### src/rtl/pipe_stage_skid_reg_pkg.sv
// Shared definitions for the elastic pipeline register: occupancy encoding,
// NOP pattern, default widths and field indices.
package pipe_pkg;

    typedef enum logic [1:0] {
        ST_EMPTY = 2'd0,
        ST_ONE   = 2'd1,
        ST_TWO   = 2'd2
    } occ_state_t;

    localparam logic [31:0] NOP_WORD    = 32'h0000_0000;
    localparam int unsigned DEF_FIELD_W = 32;

    localparam int unsigned F_PC  = 0;
    localparam int unsigned F_PC8 = 1;
    localparam int unsigned F_IR  = 2;
    localparam int unsigned F_RD2 = 3;
    localparam int unsigned F_ALU = 4;

endpackage

### src/rtl/pipe_stage_skid_reg_if.sv
// Valid/ready bus for one pipeline stage: upstream offer side and downstream head side.
interface pipe_stage_skid_reg_if
    import pipe_pkg::*;
#(
    parameter int unsigned FIELD_W    = DEF_FIELD_W,
    parameter int unsigned NUM_FIELDS = 5,
    parameter int unsigned FLAG_W     = 1
);
    logic                          in_valid;
    logic                          in_ready;
    logic [NUM_FIELDS*FIELD_W-1:0] in_fields;
    logic [FLAG_W-1:0]             in_flags;
    logic                          out_valid;
    logic                          out_ready;
    logic [NUM_FIELDS*FIELD_W-1:0] out_fields;
    logic [FLAG_W-1:0]             out_flags;

    modport master (
        output in_valid, in_fields, in_flags, out_ready,
        input  in_ready, out_valid, out_fields, out_flags
    );

    modport slave (
        input  in_valid, in_fields, in_flags, out_ready,
        output in_ready, out_valid, out_fields, out_flags
    );

endinterface

### src/rtl/pipe_stage_skid_reg_entry.sv
// One pipeline entry: packed fields plus flags, with clear (to the NOP pattern)
// taking priority over load.
module pipe_entry_reg
    import pipe_pkg::*;
#(
    parameter int unsigned       FIELD_W    = DEF_FIELD_W,
    parameter int unsigned       NUM_FIELDS = 5,
    parameter int unsigned       FLAG_W     = 1,
    parameter logic [FIELD_W-1:0] RESET_VAL = FIELD_W'(NOP_WORD)
) (
    input  logic                          clk,
    input  logic                          load,
    input  logic                          clear,
    input  logic [NUM_FIELDS*FIELD_W-1:0] d_fields,
    input  logic [FLAG_W-1:0]             d_flags,
    output logic [NUM_FIELDS*FIELD_W-1:0] q_fields,
    output logic [FLAG_W-1:0]             q_flags
);

    always_ff @(posedge clk) begin
        if (clear) begin
            q_fields <= {NUM_FIELDS{RESET_VAL}};
            q_flags  <= '0;
        end else if (load) begin
            q_fields <= d_fields;
            q_flags  <= d_flags;
        end
    end

endmodule

### src/rtl/pipe_stage_skid_reg.sv
// Elastic MEM-stage register: 2-entry skid buffer with registered in_ready,
// flush to bubble, and NOP pattern on the outputs whenever empty.
module pipe_stage_skid_reg
    import pipe_pkg::*;
#(
    parameter int unsigned        FIELD_W    = DEF_FIELD_W,
    parameter int unsigned        NUM_FIELDS = 5,
    parameter int unsigned        FLAG_W     = 1,
    parameter logic [FIELD_W-1:0] RESET_VAL  = FIELD_W'(NOP_WORD)
) (
    input  logic                 clk,
    input  logic                 reset,
    input  logic                 flush,
    pipe_stage_skid_reg_if.slave bus,
    output logic [1:0]           occupancy
);

    occ_state_t state;
    logic       in_fire;
    logic       out_fire;
    logic       kill;

    logic       main_load, main_clear, main_from_skid;
    logic       skid_load, skid_clear;

    logic [NUM_FIELDS*FIELD_W-1:0] main_d_fields, skid_q_fields;
    logic [FLAG_W-1:0]             main_d_flags, skid_q_flags;

    assign kill      = reset | flush;
    assign in_fire   = bus.in_valid & bus.in_ready;
    assign out_fire  = bus.out_valid & bus.out_ready;
    assign occupancy = state;

    always_ff @(posedge clk) begin
        if (kill) begin
            state         <= ST_EMPTY;
            bus.in_ready  <= 1'b1;
            bus.out_valid <= 1'b0;
        end else begin
            case (state)
                ST_EMPTY: begin
                    if (in_fire) begin
                        state         <= ST_ONE;
                        bus.out_valid <= 1'b1;
                    end
                end
                ST_ONE: begin
                    if (in_fire && !out_fire) begin
                        state        <= ST_TWO;
                        bus.in_ready <= 1'b0;
                    end else if (!in_fire && out_fire) begin
                        state         <= ST_EMPTY;
                        bus.out_valid <= 1'b0;
                    end
                end
                ST_TWO: begin
                    if (out_fire) begin
                        state        <= ST_ONE;
                        bus.in_ready <= 1'b1;
                    end
                end
                default: begin
                    state         <= ST_EMPTY;
                    bus.in_ready  <= 1'b1;
                    bus.out_valid <= 1'b0;
                end
            endcase
        end
    end

    // Entry write enables mirror the state transitions above; the main entry is
    // cleared when it drains so the outputs show the NOP pattern without a mux.
    always_comb begin
        main_load      = 1'b0;
        main_clear     = 1'b0;
        main_from_skid = 1'b0;
        skid_load      = 1'b0;
        skid_clear     = 1'b0;
        if (kill) begin
            main_clear = 1'b1;
            skid_clear = 1'b1;
        end else begin
            case (state)
                ST_EMPTY: main_load = in_fire;
                ST_ONE: begin
                    if (in_fire && out_fire)  main_load  = 1'b1;
                    else if (in_fire)         skid_load  = 1'b1;
                    else if (out_fire)        main_clear = 1'b1;
                end
                ST_TWO: begin
                    if (out_fire) begin
                        main_load      = 1'b1;
                        main_from_skid = 1'b1;
                        skid_clear     = 1'b1;
                    end
                end
                default: begin
                    main_clear = 1'b1;
                    skid_clear = 1'b1;
                end
            endcase
        end
    end

    always_comb begin
        main_d_fields = bus.in_fields;
        main_d_flags  = bus.in_flags;
        if (main_from_skid) begin
            main_d_fields = skid_q_fields;
            main_d_flags  = skid_q_flags;
        end
    end

    pipe_entry_reg #(
        .FIELD_W    (FIELD_W),
        .NUM_FIELDS (NUM_FIELDS),
        .FLAG_W     (FLAG_W),
        .RESET_VAL  (RESET_VAL)
    ) u_main (
        .clk      (clk),
        .load     (main_load),
        .clear    (main_clear),
        .d_fields (main_d_fields),
        .d_flags  (main_d_flags),
        .q_fields (bus.out_fields),
        .q_flags  (bus.out_flags)
    );

    pipe_entry_reg #(
        .FIELD_W    (FIELD_W),
        .NUM_FIELDS (NUM_FIELDS),
        .FLAG_W     (FLAG_W),
        .RESET_VAL  (RESET_VAL)
    ) u_skid (
        .clk      (clk),
        .load     (skid_load),
        .clear    (skid_clear),
        .d_fields (bus.in_fields),
        .d_flags  (bus.in_flags),
        .q_fields (skid_q_fields),
        .q_flags  (skid_q_flags)
    );

endmodule

### src/flat_wrapper.sv
// flat-port wrapper written by rule: the top's interface ports become plain ports
module pipe_stage_skid_reg_flat import pipe_pkg::*;
#(
    parameter int unsigned        FIELD_W    = DEF_FIELD_W,
    parameter int unsigned        NUM_FIELDS = 5,
    parameter int unsigned        FLAG_W     = 1,
    parameter logic [FIELD_W-1:0] RESET_VAL  = FIELD_W'(NOP_WORD)
)
  (clk, reset, flush, occupancy, bus_in_valid, bus_in_fields, bus_in_flags, bus_out_ready, bus_in_ready, bus_out_valid, bus_out_fields, bus_out_flags);
  pipe_stage_skid_reg_if #(.FIELD_W(FIELD_W), .NUM_FIELDS(NUM_FIELDS), .FLAG_W(FLAG_W)) bus_i ();
  input  logic clk;
  input  logic reset;
  input  logic flush;
  output logic [1:0] occupancy;
  input wire logic [$bits(bus_i.in_valid)-1:0] bus_in_valid;
  input wire logic [$bits(bus_i.in_fields)-1:0] bus_in_fields;
  input wire logic [$bits(bus_i.in_flags)-1:0] bus_in_flags;
  input wire logic [$bits(bus_i.out_ready)-1:0] bus_out_ready;
  output wire logic [$bits(bus_i.in_ready)-1:0] bus_in_ready;
  output wire logic [$bits(bus_i.out_valid)-1:0] bus_out_valid;
  output wire logic [$bits(bus_i.out_fields)-1:0] bus_out_fields;
  output wire logic [$bits(bus_i.out_flags)-1:0] bus_out_flags;
  assign bus_i.in_valid = bus_in_valid;
  assign bus_i.in_fields = bus_in_fields;
  assign bus_i.in_flags = bus_in_flags;
  assign bus_i.out_ready = bus_out_ready;
  assign bus_in_ready = bus_i.in_ready;
  assign bus_out_valid = bus_i.out_valid;
  assign bus_out_fields = bus_i.out_fields;
  assign bus_out_flags = bus_i.out_flags;
  pipe_stage_skid_reg #(.FIELD_W(FIELD_W), .NUM_FIELDS(NUM_FIELDS), .FLAG_W(FLAG_W), .RESET_VAL(RESET_VAL)) u_core (.clk(clk), .reset(reset), .flush(flush), .bus(bus_i), .occupancy(occupancy));
endmodule
### config.mk
export PLATFORM = sky130hd
export DESIGN_NAME = pipe_stage_skid_reg_flat
export DESIGN_NICKNAME = d
export VERILOG_FILES = /design/src/rtl/pipe_stage_skid_reg_pkg.sv /design/src/rtl/pipe_stage_skid_reg_if.sv /design/src/rtl/pipe_stage_skid_reg_entry.sv /design/src/rtl/pipe_stage_skid_reg.sv /design/src/flat_wrapper.sv
export SDC_FILE = /design/constraint.sdc
export NUM_CORES = 1
export LEC_CHECK = 0
export ABC_AREA = 1
export CAP_MARGIN = 25
export CORE_ASPECT_RATIO = 1.75
export CORE_MARGIN = 8
export CORE_UTILIZATION = 37
export CTS_BUF_LIST = sky130_fd_sc_hd__clkbuf_8
export CTS_CLUSTER_SIZE = 12
export DETAILED_ROUTE_END_ITERATION = 7
export PLACE_DENSITY = 0.61
export REMOVE_ABC_BUFFERS = 1
export SLEW_MARGIN = 5
export SYNTH_ARGS = -nofsm -noshare
export SYNTH_HDL_FRONTEND = slang
export SYNTH_HIERARCHICAL = 1
export SYNTH_SLANG_ARGS = --single-unit
### constraint.sdc
create_clock -name clk -period 3.7 [get_ports clk]
set_input_delay 0.74 -clock clk [delete_from_list [all_inputs] [get_ports clk]]
set_output_delay 0.74 -clock clk [all_outputs]
set_load 0.02 [all_outputs]
# Word-level counts from Yosys, hierarchy flattened
# Cells that the tools add are included.
[op_classes]
eq_ne = 8
n_mux = 30
n_bitwise = 5
reduce_logical = 11
[op_table]
columns = ["cell", "n"]
rows = [
  ["two-way mux 160 bit", 1],
  ["two-way mux 1 bit", 19],
  ["one-hot mux 1 bit (3 select lines)", 3],
  ["two-way mux 2 bit", 4],
  ["inequality test 2 x 1 -> 1 bit (second input constant)", 4],
  ["one-hot mux 2 bit (3 select lines)", 1],
  ["AND reduction 3 bit", 2],
  ["one-hot mux 1 bit (2 select lines)", 2],
  ["AND reduction 4 bit", 1],
  ["OR reduction 2 bit", 2],
  ["logical AND 1 bit", 3],
  ["inequality test 3 x 1 -> 1 bit (second input constant)", 1],
  ["AND 1 bit", 2],
  ["equality test 2 x 1 -> 1 bit (second input constant)", 1],
  ["equality test 2 bit (second input constant)", 1],
  ["zero test 1 bit", 2],
  ["zero test 2 bit", 1],
  ["inequality test 2 bit (second input constant)", 1],
  ["NOT 1 bit", 2],
  ["bitwise OR 1 bit", 1],
]
[word_totals]
reg_bits = 326
input_bits = 166
output_inout_bits = 165
wordCells = 61

# Logic depth before layout (Yosys ltp)
# Gate-level depths: netlist of the first run.
[logic_depth]
word_depth = 6
depth_mapped = 14
mapped_depth_nobuf = 10

# Hierarchy
# The synthesis of the first run kept the hierarchy.
[modules_own_cells]
columns = ["mod", "n_inst", "cells_per_inst", "area_per_inst_um2", "seq_area_each_um2"]
rows = [
  ["pipe_entry_reg", 2, 1020, 6708.9, 3223.1],
  ["pipe_stage_skid_reg", 1, 582, 2611.3, 80.1],
]

# Worst setup path before layout of the first run
# OpenSTA, ideal clock, no wires.
[synth_path]
path_kind = "input port to flip-flop"
start = "input port flush"
end = "register u_core.u_main.q_fields[29]"
setup_ns = 0.113
arrival_time_ns = 2.099
required_ns = 3.587
setup_slack_ns = 1.487
cell_stages = 11
n_path_buf = 5
path_cell_list = "nor2_1 -> buf_2 -> buf_1 -> nand2_1 -> inv_1 -> buf_6 -> buf_8 -> buf_6 -> nand2_1 -> nand2_1 -> nor2_1"
[synth_between]
word_cells_on_any_way = 5
classes_between = "4 x mux; 1 x bitwise"
[synth_lines]
columns = ["item", "line_no", "rtl"]
rows = [
  ["start: declaration", "flat_wrapper.sv:13", "input logic flush;"],
  ["bitwise OR 1 bit", "pipe_stage_skid_reg.sv:29", "assign kill = reset | flush;"],
  ["two-way mux 1 bit", "pipe_stage_skid_reg.sv:79", "if (kill) begin"],
  ["named net u_core.main_load", "pipe_stage_skid_reg.sv:23", "logic main_load, main_clear, main_from_skid;"],
  ["end signal: assignment", "pipe_stage_skid_reg_entry.sv:22", "q_fields <= {NUM_FIELDS{RESET_VAL}};"],
  ["end signal: assignment", "pipe_stage_skid_reg_entry.sv:25", "q_fields <= d_fields;"],
  ["end: declaration", "pipe_stage_skid_reg_entry.sv:16", "output logic [NUM_FIELDS*FIELD_W-1:0] q_fields,"],
]
# The timed path passes the listed nets, and every way through them passes these cells.
# A chain may end at the register's enable or synchronous reset.

# Worst setup path after layout of the first run
[layout_path]
start = "register u_core.state[0] (netlist: u_core/occupancy[0])"
end = "output port occupancy[0]"
[layout_lines]
columns = ["item", "line_no", "rtl"]
rows = [
  ["start: declaration", "pipe_stage_skid_reg.sv:18", "occ_state_t state;"],
  ["start signal: assignment", "pipe_stage_skid_reg.sv:36", "state <= ST_EMPTY;"],
  ["start signal: assignment", "pipe_stage_skid_reg.sv:43", "state <= ST_ONE;"],
  ["start signal: assignment", "pipe_stage_skid_reg.sv:49", "state <= ST_TWO;"],
  ["end: declaration", "flat_wrapper.sv:14", "output logic [1:0] occupancy;"],
]
# No word-level cell between the ends.

==> metrics.cfg, run 1 <==
[sta]
max-slew-margin-rel_pct=47.3
report.final.slew_viol_count=0
finClkSkew_ns=0.0125
finalHoldViolations=0
post-route-min-period_ns=2.45
final_min_period_over_clock_period_pct=66.1
maxClockFrequency_ghz=0.409
rsz0062_at_grt=no
final.setup.tns_ns=0
setup-violations-final=0
timing.final.ws_setup_ns=1.25
worst_pin_slew_ns=0.791

[floorplanning]
initial_cell_density_of_the_core_pct=37.2
design.core.area_sq_mm=0.0431
fp.dieH_um=291
floorplan.die_area_sq_mm=0.0505
fp-row-count=101
ioPinCount=331
die_width_um=173

[worst_setup_path]
startpoint_to_endpoint_class_of_the_critical_path=flip-flop to output port
startpoint_type=flip-flop
crit_path_top_delay_cell=sky130_fd_sc_hd__clkdlybuf4s50_1
critical_path.cell_chain=clkdlybuf4s50_1
critical_path.top_delay_family=buffers and inverters
critical_path_peak_fanout=7
crit_reg_reg_endpoint=u_core/u_main/q_fields[3]$_SDFFE_PP0P_
setup.worst_path.end_class=output port
worst_ep_required_time_ns=2.96
slowest_delay_ns=0.66
flop2flop_setup_slack_ns=1.54
worstSetupStartpoint=u_core/occupancy[0]$_SDFFE_PP0P_
timing.critical_path.buf_inv=1
cp_num_cells=1
endpoint_of_the_most_critical_setup_path=occupancy[0]
cp.arrival_ns=1.71
worst_r2r_src=u_core/occupancy[1]$_SDFFE_PP0P_
rr_worst_depth=10

[layout]
drive_above_1_share_pct=3.38
area_growth_syn_to_layout_pct=26.2
multi_input_area_sq_mm=0.00706
fin_nets=3036
num-fill-cells=4517
reg_area_sq_mm=0.00653

[cts]
post_cts_resized=0
clk_path_buf_depth=3
cts.clk_slew.worst_paths_ns=0.06
tritoncts.num_buffers=51
post-cts-setup-buffer-count=0
htreeDepth=2
cts_num_sinks=326
tritoncts=yes
clock_insertion_delay_worst_skew_ns=0.59
cts_hold_repair.buffers=0
ctsRootBufferMaster=sky130_fd_sc_hd__clkbuf_8

[detailed_routing]
detail-route-antenna-nets=0
drtIter0Drc=897
tritonroute_pass_1_iters=5
via_density_per_instance=4.48
avgRoutedWirePerCell_um=13.6
via_count=15596
drc=0
finalWirelength_mm=47.5

[placed_design]
preCtsSetupSlack_ns=0.762
detailedPlacementHpwl_mm=30.8
gpl.final_weighted_congestion=0.816
io_buffer_count=330

[hold_path]
worstHoldStart=u_core/u_main/q_fields[66]$_SDFFE_PP0P_
worst_hold_path_class=flip-flop to flip-flop

[pwr]
power_density_mw_per_mm2=375
max-vdd-ir-drop_mv=0.310
post-layout-total-power_mw=7.58
power.leakage_nw=9.14

[global_route]
grt_first_pass_wirelength_mm=75.8
grt_remaining_overflow=0
grt_pass1_vias=14408
globalRouteTotalUtil_pct=18.0
initial_antenna_violation_count=13
grt_start_max_net_pins=162

[synth]
postSynthCellCount=2622
post_synth_num_cell_types=18
synth-seq-area-share_pct=40.7
netlist_area_sq_mm=0.0160
ys_ff_latch=326
synth-warning-count=6
syn-mean-instance-area_sq_um=6.11

[outcome]
run_status=completed

[run]
drv.max_cap_violation_count=0

[metrics by stage]
step | instances | hold slack (ns) | area, sq um | util, %
floorplan | 2464 | 0.450 | 14800 | -
global placement | 3380 | 0.456 | 19200 | 44.5
detailed placement | 3380 | 0.462 | 19200 | 44.5
CTS | 3469 | 0.470 | 20200 | 46.9
global route | 3481 | 0.487 | 20200 | 46.9
finish | 3483 | 0.468 | 20200 | 46.9
[cell usage after synthesis]
master | number | share of area, %
sky130_fd_sc_hd__nand2_1 | 983 | 23
sky130_fd_sc_hd__nor2_1 | 648 | 15
sky130_fd_sc_hd__inv_1 | 329 | 7.7
sky130_fd_sc_hd__dfxtp_1 | 326 | 41
sky130_fd_sc_hd__nand3_1 | 165 | 5.2
sky130_fd_sc_hd__buf_6 | 63 | 4.4
sky130_fd_sc_hd__buf_2 | 46 | 1.4
sky130_fd_sc_hd__clkbuf_1 | 23 | 0.54
sky130_fd_sc_hd__buf_4 | 21 | 0.98
sky130_fd_sc_hd__a21oi_1 | 3 | 0.094
sky130_fd_sc_hd__buf_1 | 3 | 0.070
sky130_fd_sc_hd__ha_1 | 3 | 0.23
sky130_fd_sc_hd__buf_8 | 2 | 0.19
sky130_fd_sc_hd__inv_2 | 2 | 0.047
sky130_fd_sc_hd__o21ai_0 | 2 | 0.062
sky130_fd_sc_hd__a211oi_1 | 1 | 0.047
sky130_fd_sc_hd__nand2_2 | 1 | 0.039
sky130_fd_sc_hd__nor2_4 | 1 | 0.070
[logic make-up after synthesis]
logic type | after synthesis | share of synthesized area (%)
DFF | 326 | 40.7
buffers and inverters | 489 | 15.4
AOI/OAI and AO/OA | 6 | 0.203
adders and majority gates | 3 | 0.234
and+or+nand+nor | 1798 | 43.5
[cell usage in the layout, fill, tap and decap left out]
cell	synthesis	layout
sky130_fd_sc_hd__nand2_1	983	983
sky130_fd_sc_hd__nor2_1	648	646
sky130_fd_sc_hd__inv_1	329	346
sky130_fd_sc_hd__clkdlybuf4s50_1	0	330
sky130_fd_sc_hd__dfxtp_1	326	326
sky130_fd_sc_hd__nand3_1	165	165
sky130_fd_sc_hd__clkbuf_8	0	63
sky130_fd_sc_hd__diode_2	0	14
sky130_fd_sc_hd__buf_12	0	13
sky130_fd_sc_hd__buf_4	21	7
sky130_fd_sc_hd__clkinv_2	0	6
sky130_fd_sc_hd__nor2_4	1	3
sky130_fd_sc_hd__a21oi_1	3	3
sky130_fd_sc_hd__ha_1	3	3
sky130_fd_sc_hd__bufinv_16	0	2
sky130_fd_sc_hd__o21ai_0	2	2
sky130_fd_sc_hd__inv_4	0	2
sky130_fd_sc_hd__inv_8	0	1
sky130_fd_sc_hd__a211oi_1	1	1
sky130_fd_sc_hd__nand2_8	0	1
[registers in the layout (all words and copies together) (netlist names)]
signal                  count
u_core/bus.out_valid        1
u_core/u_main/q_flags       1
u_core/u_main/q_fields    160
u_core/u_skid/q_flags       1
u_core/bus.in_ready         1
u_core/occupancy            2
u_core/u_skid/q_fields    160
[worst register-to-register path: cells and delay by family (launching register included)]
| kind | cells | cell delay (ns) |
|---|---|---|
| and+or+nand+nor | 7 | 0.89 |
| DFF | 1 | 0.46 |
| AOI/OAI and AO/OA | 1 | 0.10 |
| buffers and inverters | 2 | 0.62 |
[layer usage]
metal	part of all wire, %	GRT usage (%)
met1	39	19.5
met2	51	32.3
met3	6.1	4.19
met4	3.4	8.99
met5	0	0
[area by class of cell]
class	count	share of cell area [%]
sequential	326	32.3
inverter	331	6.20
clock buffer	63	4.29
multi-input combinational	1807	34.9
clock inverter	26	0.779
antenna	14	0.173
timing repair buffer	350	17.9
tap	566	3.50
[worst min-delay path by stage]
stage                                                     to  cells past startpoint  slack [ns]
finish               u_core/u_main/q_fields[66]$_SDFFE_PP0P_                      2        0.47
global route        u_core/u_skid/q_fields[125]$_SDFFE_PP0P_                      2        0.49
CTS                  u_core/u_main/q_fields[66]$_SDFFE_PP0P_                      2        0.47
detailed placement   u_core/u_main/q_fields[66]$_SDFFE_PP0P_                      2        0.46
global placement     u_core/u_main/q_fields[81]$_SDFFE_PP0P_                      2        0.46
floorplan             u_core/u_skid/q_fields[0]$_SDFFE_PP0P_                      2        0.45
[where the power goes]
| group | switching, mW | leakage (nW) | internal, mW |
|---|---|---|---|
| clock | 1.45 | 0.601 | 1.66 |
| sequential | 0.0298 | 2.63 | 3.56 |
| combinational | 0.480 | 5.91 | 0.396 |
Power figures use the tool's default switching activity.
==> inputs of run 2 (changes only) <==
Settings changed: PLACE_DENSITY 0.61 to 0.63.
Clock period 3.7 ns to 2 ns, I/O delays scaled along.
==> run 2 against run 1 <==
Die area did not move. Clock skew up 0.014 ns. Final area grew 3.7%. Final cell count rose by 1.8%. Register-to-register slack got worse by 1.3 ns. Via count rose by 0.58%. Combinational power up 90%. Worst hold slack worse by 0.043 ns. Clock power rose by 91%.
==> metrics.cfg, run 2 (synthesized netlist as in run 1, its figures left out) <==
[placed_design]
dp.cells=3446  ; was 3,380
detailedPlacementHpwl_mm=33.9  ; was 30.8 mm
placed_cell_area_sq_mm=0.0198  ; was 0.0192 sq mm
io_buffer_count=330  ; unchanged
gpl.final_weighted_congestion=0.817  ; was 0.816

[worst_setup_path]
crit_path_top_delay_cell=sky130_fd_sc_hd__clkdlybuf4s50_1  ; unchanged
startpoint_to_endpoint_class_of_the_critical_path=flip-flop to output port  ; unchanged
cp.arrival_ns=1.56  ; was 1.71 ns
slowest_delay_ns=0.64  ; was 0.66 ns
worst_ep_required_time_ns=1.60  ; was 2.96 ns
worst_r2r_src=u_core/bus.in_ready$_SDFFE_PP1P_  ; was u_core/occupancy[1]$_SDFFE_PP0P_
critical_path.cell_chain=clkdlybuf4s50_1  ; unchanged
flop2flop_setup_slack_ns=0.20  ; was 1.54 ns
setup.worst_path.end_class=output port  ; unchanged
critical_path_peak_fanout=2  ; was 7
critical_path.top_delay_family=buffers and inverters  ; unchanged
rr_worst_depth=10  ; unchanged
timing.critical_path.buf_inv=1  ; unchanged
worstSetupStartpoint=u_core/u_main/q_fields[155]$_SDFFE_PP0P_  ; was u_core/occupancy[0]$_SDFFE_PP0P_
endpoint_of_the_most_critical_setup_path=bus_out_fields[155]  ; was occupancy[0]
crit_reg_reg_endpoint=u_core/u_skid/q_fields[115]$_SDFFE_PP0P_  ; was u_core/u_main/q_fields[3]$_SDFFE_PP0P_
startpoint_type=flip-flop  ; unchanged
cp_num_cells=1  ; unchanged

[global_route]
grt_first_pass_wirelength_mm=76.2  ; was 75.8 mm
initial_antenna_violation_count=10  ; was 13
grt_pass1_vias=15157  ; was 14,408
grt_start_max_net_pins=64  ; was 162
globalRouteTotalUtil_pct=18.1  ; was 18.0%
grt_remaining_overflow=0  ; unchanged

[sta]
setup-violations-final=0  ; unchanged
max-slew-margin-rel_pct=73.6  ; was 47.3%
rsz0062_at_grt=no  ; unchanged
maxClockFrequency_ghz=0.510
final.setup.tns_ns=0  ; unchanged
final_min_period_over_clock_period_pct=98.1
worst_pin_slew_ns=0.397  ; was 0.791 ns
post-route-min-period_ns=1.96
finalHoldViolations=0  ; unchanged
finClkSkew_ns=0.0263  ; was 0.0125 ns
report.final.slew_viol_count=0  ; unchanged

[layout]
fin_util_pct=48.7  ; was 46.9%
drive_above_1_share_pct=5.72  ; was 3.38%
final_common_cell=sky130_fd_sc_hd__nand2_1  ; unchanged
num-fill-cells=4457  ; was 4,517
fin_area_sq_mm=0.0210  ; was 0.0202 sq mm
fin_nets=3101  ; was 3,036
area_growth_syn_to_layout_pct=30.9  ; was 26.2%
fin_cells=3546  ; was 3,483
most-common-layout-cells=sky130_fd_sc_hd__nand2_1, sky130_fd_sc_hd__nor2_1, sky130_fd_sc_hd__inv_1  ; unchanged

[pwr]
max-vdd-ir-drop_mv=0.437  ; was 0.310 mV
power.leakage_nw=10.7  ; was 9.14 nW
power_density_mw_per_mm2=679  ; was 375 mW/mm^2

[detailed_routing]
via_count=15686  ; was 15,596
drtIter0Drc=738  ; was 897
detail-route-antenna-nets=0  ; unchanged
via_density_per_instance=4.42  ; was 4.48
tritonroute_pass_1_iters=5  ; unchanged
avgRoutedWirePerCell_um=13.3  ; was 13.6 um
finalWirelength_mm=47.2  ; was 47.5 mm
drc=0  ; unchanged

[floorplanning]
floorplan.die_area_sq_mm=0.0505  ; unchanged
die_width_um=173  ; unchanged
design.core.area_sq_mm=0.0431  ; unchanged
fp-row-count=101  ; unchanged
initial_cell_density_of_the_core_pct=37.2  ; unchanged
ioPinCount=331  ; unchanged
fp.dieH_um=291  ; unchanged

[cts]
tritoncts.num_buffers=50  ; was 51
cts.clk_slew.worst_paths_ns=0.07  ; was 0.06 ns
ctsRootBufferMaster=sky130_fd_sc_hd__clkbuf_8  ; unchanged
clock_insertion_delay_worst_skew_ns=0.60  ; was 0.59 ns
htreeDepth=2  ; unchanged
tritoncts=yes  ; unchanged
post-cts-setup-buffer-count=0  ; unchanged
cts_num_sinks=326  ; unchanged
clk_path_buf_depth=3  ; unchanged

[outcome]
run_status=completed  ; unchanged

[hold_path]
worst_hold_path_class=input port to flip-flop  ; was flip-flop to flip-flop

[run]
drv.max_cap_violation_count=0  ; unchanged

run 2: cell count changes in the layout (fill, tap and decap cells not counted), sizes merged:
cell	previous run	this run
buf	20	86
dlymetal6s2s	0	43
clkbuf	63	68
clkdlybuf4s50	330	217
diode	14	10
inv	349	346
clkinv	6	5
dlygate4sd2	0	70
run 2: worst min-delay path by stage:
stage / cells past startpoint / slack [ns] / end / start
CTS: 5 / 0.38 / u_core/u_skid/q_fields[63]$_SDFFE_PP0P_ / bus_in_fields[63]
floorplan: 2 / 0.45 / u_core/u_skid/q_fields[0]$_SDFFE_PP0P_ / u_core/u_skid/q_fields[0]$_SDFFE_PP0P_
finish: 5 / 0.43 / u_core/u_skid/q_fields[63]$_SDFFE_PP0P_ / bus_in_fields[63]
detailed placement: 2 / 0.46 / u_core/u_main/q_fields[156]$_SDFFE_PP0P_ / u_core/u_main/q_fields[156]$_SDFFE_PP0P_
global route: 5 / 0.42 / u_core/u_skid/q_fields[63]$_SDFFE_PP0P_ / bus_in_fields[63]
global placement: 2 / 0.46 / u_core/u_skid/q_fields[112]$_SDFFE_PP0P_ / u_core/u_skid/q_fields[112]$_SDFFE_PP0P_
run 2: per-layer routing:
metal | up-vias | track usage (%) | share of wire [%]
li1 | 8252 | - | -
met1 | 6966 | 18.4 | 39
met2 | 371 | 34.0 | 52
met3 | 97 | 3.54 | 4.9
met4 | 0 | 9.75 | 4.3
met5 | - | 0 | 0
run 2: layout make-up:
type                    instances  area (sq um)  share of cell area [%]
clock inverters                22           141                   0.674
multi-input cells            1807          7060                    33.7
inverters                     331          1250                    5.98
flip-flops and latches        326          6530                    31.1
well taps                     566           708                    3.38
diodes                         10          25.0                   0.119
clock buffers                  68           936                    4.46
repair buffers                416          4320                    20.6
run 2: what timing repair did:
action | CTS | global route
endpoints found under the setup margin | 70 | 52
hold buffers | 0 | 0
resized for setup | 70 | 47
run 2: power breakdown:
group / internal (mW) / switching, mW / total (mW)
sequential: 6.58 / 0.0505 / 6.63
combinational: 0.770 / 0.903 / 1.67
clock: 3.27 / 2.66 / 5.93
total: 10.6 / 3.62 / 14.2
run 2: metrics by stage:
stage | hold slack, ns | total power, mW | setup WS, ns
after floorplan | 0.450 | 7.74 | -14.59
after global placement | 0.458 | 8.47 | -0.305
after detailed placement | 0.462 | 8.49 | -0.313
after CTS | 0.383 | 14.5 | 0.00000988
after global routing | 0.424 | 14.9 | 0.000229
final | 0.426 | 14.2 | 0.0378
